<file path="config.mk">
export PLATFORM = sky130hd
export DESIGN_NAME = wb_arbiter_flat
export DESIGN_NICKNAME = d
export VERILOG_FILES = /design/src/rtl/wb_arbiter_if.sv /design/src/rtl/wb_arbiter.sv /design/src/flat_wrapper.sv
export SDC_FILE = /design/constraint.sdc
export NUM_CORES = 1
export LEC_CHECK = 0
export ABC_CLOCK_PERIOD_IN_PS = 2200
export CAP_MARGIN = 20
export CORE_ASPECT_RATIO = 1.1
export CORE_MARGIN = 4
export CORE_UTILIZATION = 25
export CTS_BUF_LIST = sky130_fd_sc_hd__clkbuf_4
export DETAILED_ROUTE_END_ITERATION = 10
export REMOVE_ABC_BUFFERS = 1
export SETUP_SLACK_MARGIN = 0.05
export SLEW_MARGIN = 20
export SYNTH_ARGS = -nofsm -noshare
export SYNTH_HDL_FRONTEND = slang
export SYNTH_SLANG_ARGS = --single-unit
</file>
<file path="constraint.sdc">
create_clock -name clk -period 2.2 [get_ports clk]
set_input_delay 0.44 -clock clk [delete_from_list [all_inputs] [get_ports clk]]
set_output_delay 0.44 -clock clk [all_outputs]
set_load 0.02 [all_outputs]
</file>
<file path="src/rtl/wb_arbiter_if.sv">
// wb_arbiter_if: pipe, mul/div, buffer-status and register-file write signals of the writeback arbiter
interface wb_arbiter_if #(parameter int DATA_W = 32, parameter int ADDR_W = 5);
  logic              pipe_valid;
  logic [ADDR_W-1:0] pipe_rd;
  logic [DATA_W-1:0] pipe_data;
  logic              pipe_ready;
  logic              md_valid;
  logic [ADDR_W-1:0] md_rd;
  logic [DATA_W-1:0] md_data;
  logic              md_ready;
  logic              buf_valid;
  logic [ADDR_W-1:0] buf_rd;
  logic              wr_en;
  logic [ADDR_W-1:0] wr_addr;
  logic [DATA_W-1:0] wr_data;
  modport master (
    output pipe_valid, pipe_rd, pipe_data, md_valid, md_rd, md_data,
    input  pipe_ready, md_ready, buf_valid, buf_rd, wr_en, wr_addr, wr_data
  );
  modport slave (
    input  pipe_valid, pipe_rd, pipe_data, md_valid, md_rd, md_data,
    output pipe_ready, md_ready, buf_valid, buf_rd, wr_en, wr_addr, wr_data
  );
endinterface

</file>
<file path="src/rtl/wb_arbiter.sv">
// wb_arbiter: merges the in-order pipe and a one-entry mul/div buffer onto the register file write port
module wb_arbiter #(
  parameter int DATA_W       = 32,
  parameter int ADDR_W       = 5,
  parameter int STARVE_LIMIT = 4
) (
  input logic         clk,
  input logic         nrst,
  wb_arbiter_if.slave bus
);
  localparam int CW = $clog2(STARVE_LIMIT + 1);
  logic              buf_valid_q, buf_valid_d;
  logic [ADDR_W-1:0] buf_rd_q, buf_rd_d;
  logic [DATA_W-1:0] buf_data_q, buf_data_d;
  logic [CW-1:0]     starve_cnt_q, starve_cnt_d;
  logic              wr_en_q, wr_en_d;
  logic [ADDR_W-1:0] wr_addr_q, wr_addr_d;
  logic [DATA_W-1:0] wr_data_q, wr_data_d;
  logic              grant_md, pipe_ready, pipe_wr, md_acc, supersede, md_wr;
  always_comb begin
    grant_md     = buf_valid_q && (!bus.pipe_valid || bus.pipe_rd == '0 || starve_cnt_q == CW'(STARVE_LIMIT));
    pipe_ready   = nrst && !(grant_md && bus.pipe_valid && bus.pipe_rd != '0);
    pipe_wr      = bus.pipe_valid && pipe_ready && bus.pipe_rd != '0;
    md_acc       = bus.md_valid && !buf_valid_q;
    // the pipe result is younger, so a same-destination buffered result is dead
    supersede    = pipe_wr && buf_valid_q && bus.pipe_rd == buf_rd_q;
    md_wr        = grant_md && buf_rd_q != '0;
    wr_en_d      = pipe_wr || md_wr;
    wr_addr_d    = pipe_wr ? bus.pipe_rd : md_wr ? buf_rd_q : wr_addr_q;
    wr_data_d    = pipe_wr ? bus.pipe_data : md_wr ? buf_data_q : wr_data_q;
    buf_valid_d  = md_acc ? 1'b1 : (grant_md || supersede) ? 1'b0 : buf_valid_q;
    buf_rd_d     = md_acc ? bus.md_rd : buf_rd_q;
    buf_data_d   = md_acc ? bus.md_data : buf_data_q;
    starve_cnt_d = (!buf_valid_q || grant_md || supersede) ? '0 :
                   (pipe_wr && starve_cnt_q != CW'(STARVE_LIMIT)) ? starve_cnt_q + CW'(1) : starve_cnt_q;
  end
  always_ff @(posedge clk) begin
    if (!nrst) begin
      buf_valid_q  <= 1'b0;
      buf_rd_q     <= '0;
      buf_data_q   <= '0;
      starve_cnt_q <= '0;
      wr_en_q      <= 1'b0;
      wr_addr_q    <= '0;
      wr_data_q    <= '0;
    end else begin
      buf_valid_q  <= buf_valid_d;
      buf_rd_q     <= buf_rd_d;
      buf_data_q   <= buf_data_d;
      starve_cnt_q <= starve_cnt_d;
      wr_en_q      <= wr_en_d;
      wr_addr_q    <= wr_addr_d;
      wr_data_q    <= wr_data_d;
    end
  end
  assign bus.pipe_ready = pipe_ready;
  assign bus.md_ready   = ~buf_valid_q;
  assign bus.buf_valid  = buf_valid_q;
  assign bus.buf_rd     = buf_rd_q;
  assign bus.wr_en      = wr_en_q;
  assign bus.wr_addr    = wr_addr_q;
  assign bus.wr_data    = wr_data_q;
endmodule

</file>
<file path="src/flat_wrapper.sv">
// flat-port wrapper written by rule: the top's interface ports become plain ports
module wb_arbiter_flat 
#(
  parameter int DATA_W       = 32,
  parameter int ADDR_W       = 5,
  parameter int STARVE_LIMIT = 4
)
  (clk, nrst, bus_pipe_valid, bus_pipe_rd, bus_pipe_data, bus_md_valid, bus_md_rd, bus_md_data, bus_pipe_ready, bus_md_ready, bus_buf_valid, bus_buf_rd, bus_wr_en, bus_wr_addr, bus_wr_data);
  wb_arbiter_if #(.DATA_W(DATA_W), .ADDR_W(ADDR_W)) bus_i ();
  input logic clk;
  input logic nrst;
  input wire logic [$bits(bus_i.pipe_valid)-1:0] bus_pipe_valid;
  input wire logic [$bits(bus_i.pipe_rd)-1:0] bus_pipe_rd;
  input wire logic [$bits(bus_i.pipe_data)-1:0] bus_pipe_data;
  input wire logic [$bits(bus_i.md_valid)-1:0] bus_md_valid;
  input wire logic [$bits(bus_i.md_rd)-1:0] bus_md_rd;
  input wire logic [$bits(bus_i.md_data)-1:0] bus_md_data;
  output wire logic [$bits(bus_i.pipe_ready)-1:0] bus_pipe_ready;
  output wire logic [$bits(bus_i.md_ready)-1:0] bus_md_ready;
  output wire logic [$bits(bus_i.buf_valid)-1:0] bus_buf_valid;
  output wire logic [$bits(bus_i.buf_rd)-1:0] bus_buf_rd;
  output wire logic [$bits(bus_i.wr_en)-1:0] bus_wr_en;
  output wire logic [$bits(bus_i.wr_addr)-1:0] bus_wr_addr;
  output wire logic [$bits(bus_i.wr_data)-1:0] bus_wr_data;
  assign bus_i.pipe_valid = bus_pipe_valid;
  assign bus_i.pipe_rd = bus_pipe_rd;
  assign bus_i.pipe_data = bus_pipe_data;
  assign bus_i.md_valid = bus_md_valid;
  assign bus_i.md_rd = bus_md_rd;
  assign bus_i.md_data = bus_md_data;
  assign bus_pipe_ready = bus_i.pipe_ready;
  assign bus_md_ready = bus_i.md_ready;
  assign bus_buf_valid = bus_i.buf_valid;
  assign bus_buf_rd = bus_i.buf_rd;
  assign bus_wr_en = bus_i.wr_en;
  assign bus_wr_addr = bus_i.wr_addr;
  assign bus_wr_data = bus_i.wr_data;
  wb_arbiter #(.DATA_W(DATA_W), .ADDR_W(ADDR_W), .STARVE_LIMIT(STARVE_LIMIT)) u_core (.clk(clk), .nrst(nrst), .bus(bus_i));
endmodule
</file>
# Word-level counts from Yosys, hierarchy flattened
# Cells that the tools add are included.
[classes] add_sub_neg=1 eq_ne=3 mux=6 n_bitwise=2 n_reduce_logical=26
[ops] operator="2-to-1 mux 32 bit" n=2
[ops] operator="logical AND 1 bit" n=11
[ops] operator="2-to-1 mux 5 bit" n=2
[ops] operator="nonzero test 5 bit" n=2
[ops] operator="logical OR 1 bit" n=6
[ops] operator="equality test 5 bit" n=1
[ops] operator="zero test 5 bit" n=1
[ops] operator="nonzero test 2 bit" n=2
[ops] operator="adder 3 x 1 -> 3 bit, second input constant" n=1
[ops] operator="equality test 3 bit, second input constant" n=1
[ops] operator="zero test 1 bit" n=3
[ops] operator="!= test 3 bit, second input constant" n=1
[ops] operator="2-to-1 mux 1 bit" n=2
[ops] operator="NOT 1 bit" n=2
[ops] operator="OR reduction 2 bit" n=1
[word_totals] ff_bits=79 input_bits=78 out_inout_bits=46 word_cells=45

# Depth between registers and ports, before layout
[logic_depth] depth_word=15 depth_mapped=8 mapped_depth_nobuf=6

# Worst setup path after synthesis
# Ideal clock, no wire load.
[synth_path] path_kind="register to output" start="register u_core.starve_cnt_q[0]" end="output port bus_pipe_ready" t_arrival_ps=1621 t_required_ps=1760 setup_slack_ps=139 path_stages_with_launch=8 path_buffers=2 cell_sequence="dfxtp_1 -> inv_1 -> ha_1 -> nand3_1 -> clkbuf_1 -> clkbuf_1 -> nor2_1 -> nor2_1"
[synth_via] elab_chain_cells=7
[synth_lines] element="start, declared" line_no="wb_arbiter.sv:15" rtl="logic [CW-1:0] starve_cnt_q, starve_cnt_d;"
[synth_lines] element="start signal, assigned" line_no="wb_arbiter.sv:50" rtl="starve_cnt_q <= starve_cnt_d;"
[synth_lines] element="equality test 3 bit" line_no="wb_arbiter.sv:21" rtl="grant_md = buf_valid_q && (!bus.pipe_valid || bus.pipe_rd == '0 || starve_cnt_q == CW'(STARVE_LIMIT));"
[synth_lines] element="logical OR 1 bit" line_no="wb_arbiter.sv:21"
[synth_lines] element="logical AND 1 bit" line_no="wb_arbiter.sv:21"
[synth_lines] element="logical AND 1 bit (2 in a row)" line_no="wb_arbiter.sv:22" rtl="pipe_ready = nrst && !(grant_md && bus.pipe_valid && bus.pipe_rd != '0);"
[synth_lines] element="zero test 1 bit" line_no="wb_arbiter.sv:22"
[synth_lines] element="logical AND 1 bit" line_no="wb_arbiter.sv:22"
[synth_lines] element="end, declared" line_no="flat_wrapper.sv:18" rtl="output wire logic [$bits(bus_i.pipe_ready)-1:0] bus_pipe_ready;"
# Every way passes these cells.

# Final worst setup path
[layout_path] start="input port bus_pipe_rd[2]" end="output port bus_pipe_ready"
[layout_via] elab_chain_cells=8 word_cells_on_any_way=9 cone_classes="reduce/logical: 9"
[layout_lines] element="start, declared" line_no="flat_wrapper.sv:13" rtl="input wire logic [$bits(bus_i.pipe_rd)-1:0] bus_pipe_rd;"
[layout_lines] element="zero test 5 bit" line_no="wb_arbiter.sv:21"
[layout_lines] element="logical OR 1 bit (2 in a row)" line_no="wb_arbiter.sv:21"
[layout_lines] element="logical AND 1 bit" line_no="wb_arbiter.sv:21"
[layout_lines] element="logical AND 1 bit" line_no="wb_arbiter.sv:22"
[layout_lines] element="logical AND 1 bit (*)" line_no="wb_arbiter.sv:22"
[layout_lines] element="zero test 1 bit (*)" line_no="wb_arbiter.sv:22"
[layout_lines] element="logical AND 1 bit (*)" line_no="wb_arbiter.sv:22"
# Mark *: on every way between the ends. The rest lies on a longest branch, timed or not.

==> results.toml <==
[outcome]
outcome = "complete, no violations"

[logic_synthesis]
ys_top_cells_by_count = "nand2_1, dfxtp_1, a21oi_1"
synth_edf_count = 0
netlist.area_leader.share_pct = 47.2
ys_warn_count = 0
synth.distinct_cells = 34
ys_seq_elements = 79
async_flop_share_pct = 0
syn_avg_cell_area_um2 = 8.11
synthTopCellsByArea = "dfxtp_1, nand2_1, o211ai_1"
syn_area_um2 = 3350
synth.largest_area_cell = "dfxtp_1"
synth_sequential_area_ratio_pct = 47.2
ys.flop_type = "dfxtp_1"
yosysMostFrequentCell = "nand2_1"
synthesis.instances = 413

[clock_network]
numClockSinks = 79
htree_levels = 3
clockRootBuffer = "clkbuf_4"
ctsHoldBuffers = 0
post_cts_buffers = 0
numCtsBuffers = 9
cts_tree = "done"
clk_latency_ns = 0.41
clock_path_buffers = 2
cts.clk_slew.worst_paths_ns = 0.11

[run]
drv_cap = 0

[global_routing]
antenna_found_initial = 0
grt-ovfl-total = 0
grt.busiest_layer = "met2"
grt_pass1_wl_mm = 17.3
use_met1_pct = 16.3
grt_max_degree = 43
grt_use_met3_pct = 4.32
grt_pass1_vias = 3531
grt_use_met2_pct = 23.7
grt.total_usage_pct = 13.8

[power]
p_int_uw = 2450
power_switching_uw = 884
power_density_nw_per_um2 = 653
clock_power_share_pct = 32.5
p_comb_share_pct = 20.4
p_leak_uw = 0.00178
peakVddDrop_uv = 384
p_sw_share_pct = 26.5
seqPwrFrac_pct = 47.1

[sta]
slew_headroom_pct = 69.0
max_freq_ghz = 0.490
maxSlewViolCount = 0
final-setup-viol-count = 0
layout_worst_path_cycle_share_pct = 92.8
rsz0062_at_grt = "no"
worst_pin_slew_ns = 0.466
report.final.hold_viol_count = 0
clock_skew_ns = 0.00978
post-route-min-period_ns = 2.04

[critical_path]
critPathMaxStageDelay_ns = 0.42
r2r_start = "u_core.starve_cnt_q[0]"
r2r_end = "u_core.bus.wr_addr[1]"
reg2reg_depth = 8
crit_fanout = 2
crit_chain = "dlygate4sd2_1 -> or3_4 -> o31ai_4 -> nor2_1 -> nor2_1 -> buf_4"
worstPathRequired_ns = 1.76
critical_path_class = "in -> out"
critPathLaunch = "bus_pipe_rd[2]"
arrival_ns = 1.60
path_common_cell = "nor2_1"
ff2ff_setup_slack_ns = 0.30
crit_path_end = "bus_pipe_ready"
start_kind = "primary input"
slowest_stage = "or3_4"
endpoint_kind = "output port"

[placement]
io_buffers = 123
gp_congestion = 0.730
dp_hpwl_mm = 7.64
dpl.cell_count = 688

[hold_path]
hold_start = "u_core.buf_data_q[21]"
hp-class = "reg -> reg"

[drt]
via_count = 3466
drc = 0
drt_iter0_markers = 153
wl_mm = 10.7
detail_route.vias_per_cell = 4.93
antenna_left = 0
firstDrtPassIters = 4
wl_per_cell_um = 15.2

[layout]
final_util_pct = 38.8
antenna_cells = 0
synthToLayoutAreaGrowth_pct = 52.5
nFillCells = 1369
instances_no_fill = 703
final_nets = 618
drive_gt1_share_pct = 10.5

[die]
pin_count = 124
core_area_um2 = 13200
die_x_um = 118
rows = 44
dieArea_um2 = 15300
dieHeight_um = 129
initial_utilization_pct = 25.5
worst max-delay path: cells and delay by family:
kind	cells	cell delay [ns]
simple gates	3	0.58
buf+inv	2	0.39
compound gates	1	0.19
how the worst min path moves through the flow:
stage	to	cells past startpoint
after floorplan	u_core.starve_cnt_q[0]	1
after global placement	u_core.starve_cnt_q[0]	1
after detailed placement	u_core.buf_data_q[16]	2
after CTS	u_core.buf_data_q[21]	2
after global routing	u_core.buf_data_q[3]	2
final	u_core.buf_data_q[21]	2
placed cells by master, fill, tap and decap left out, drive strengths merged:
| master | Yosys | final |
|---|---|---|
| clkbuf | 18 | 11 |
| nand4 | 33 | 33 |
| a2111oi | 1 | 1 |
| dlygate4sd2 | 0 | 3 |
| a32oi | 4 | 4 |
| o311a | 2 | 2 |
| nand3 | 35 | 35 |
| dfxtp | 79 | 79 |
| xnor2 | 4 | 4 |
| and2 | 3 | 3 |
| nor2 | 4 | 4 |
| ha | 2 | 2 |
| xor2 | 2 | 2 |
| inv | 4 | 4 |
| a21boi | 2 | 2 |
| o221ai | 1 | 1 |
| nand2 | 112 | 112 |
| or3b | 3 | 3 |
| or3 | 1 | 1 |
| nor3b | 1 | 1 |
| bufinv | 0 | 3 |
| clkdlybuf4s50 | 0 | 119 |
| buf | 20 | 30 |
| clkinv | 0 | 1 |
| nor2b | 1 | 1 |
| o32ai | 4 | 4 |
| o21a | 1 | 1 |
| nor3 | 4 | 4 |
| o22ai | 1 | 1 |
| and3 | 1 | 1 |
| o211ai | 32 | 32 |
| a21oi | 37 | 37 |
| o31ai | 1 | 1 |
power groups by stage:
stage	sequential, uW	combinational, uW	clock, uW
after global placement	1600	673	0
after CTS	1570	686	1130
after detailed placement	1600	684	0
final	1570	680	1080
after floorplan	1660	211	0
after global routing	1580	735	1190
final cells by class:
cell class                 count  area [um2]  area share, %
clock buffer                  11        82.6           1.62
clock inverter                 4        95.1           1.86
inverter                       4        15.0          0.294
multi-input combinational    292        1630           31.8
sequential                    79        1580           31.0
tap                          161         201           3.94
timing repair buffer         152        1510           29.5
through the flow:
| stage | hold slack (ns) | setup WS [ns] | power (uW) | TNS (ns) | instance area [um2] |
|---|---|---|---|---|---|
| 2_1_floorplan | 0.431 | -1.32 | 1870 | -49.70 | 3170 |
| 3_3_place_gp | 0.437 | -0.544 | 2280 | -8.60 | 4920 |
| 3_5_place_dp | 0.448 | -0.599 | 2290 | -10.05 | 4920 |
| 4_1_cts | 0.465 | 0.105 | 3390 | 0 | 5110 |
| 5_1_grt | 0.482 | 0.0781 | 3510 | 0 | 5110 |
| 6_report | 0.463 | 0.158 | 3340 | 0 | 5110 |
registers in the layout (all words and copies together) (netlist names):
signal	cells
u_core.starve_cnt_q	3
u_core.bus.buf_valid	1
u_core.bus.wr_addr	5
u_core.bus.buf_rd	5
u_core.bus.wr_en	1
u_core.bus.wr_data	32
u_core.buf_data_q	32
metal layers:
| layer | vias up | routed length, um |
|---|---|---|
| li1 | 1719 | - |
| met1 | 1622 | 4590 |
| met2 | 105 | 5180 |
| met3 | 20 | 693 |
| met4 | 0 | 191 |
| met5 | - | 0 |
cells by family (layout without fill, tap and decap cells):
kind of cell,Yosys count,after routing,share of synthesized area [%]
AO/OA/AOI/OAI,86,86,17.4
AND/OR/NAND/NOR,198,198,27.3
XOR/XNOR,6,6,1.57
adder cells (fa/ha/maj),2,2,0.747
buffers and inverters,42,171,5.83
flip-flops,79,79,47.2
timing repair:
action	CTS	global route
resized for setup	11	0
setup endpoints to repair	2	1
pin swaps	4	1
(Power assumes the default switching activity.)
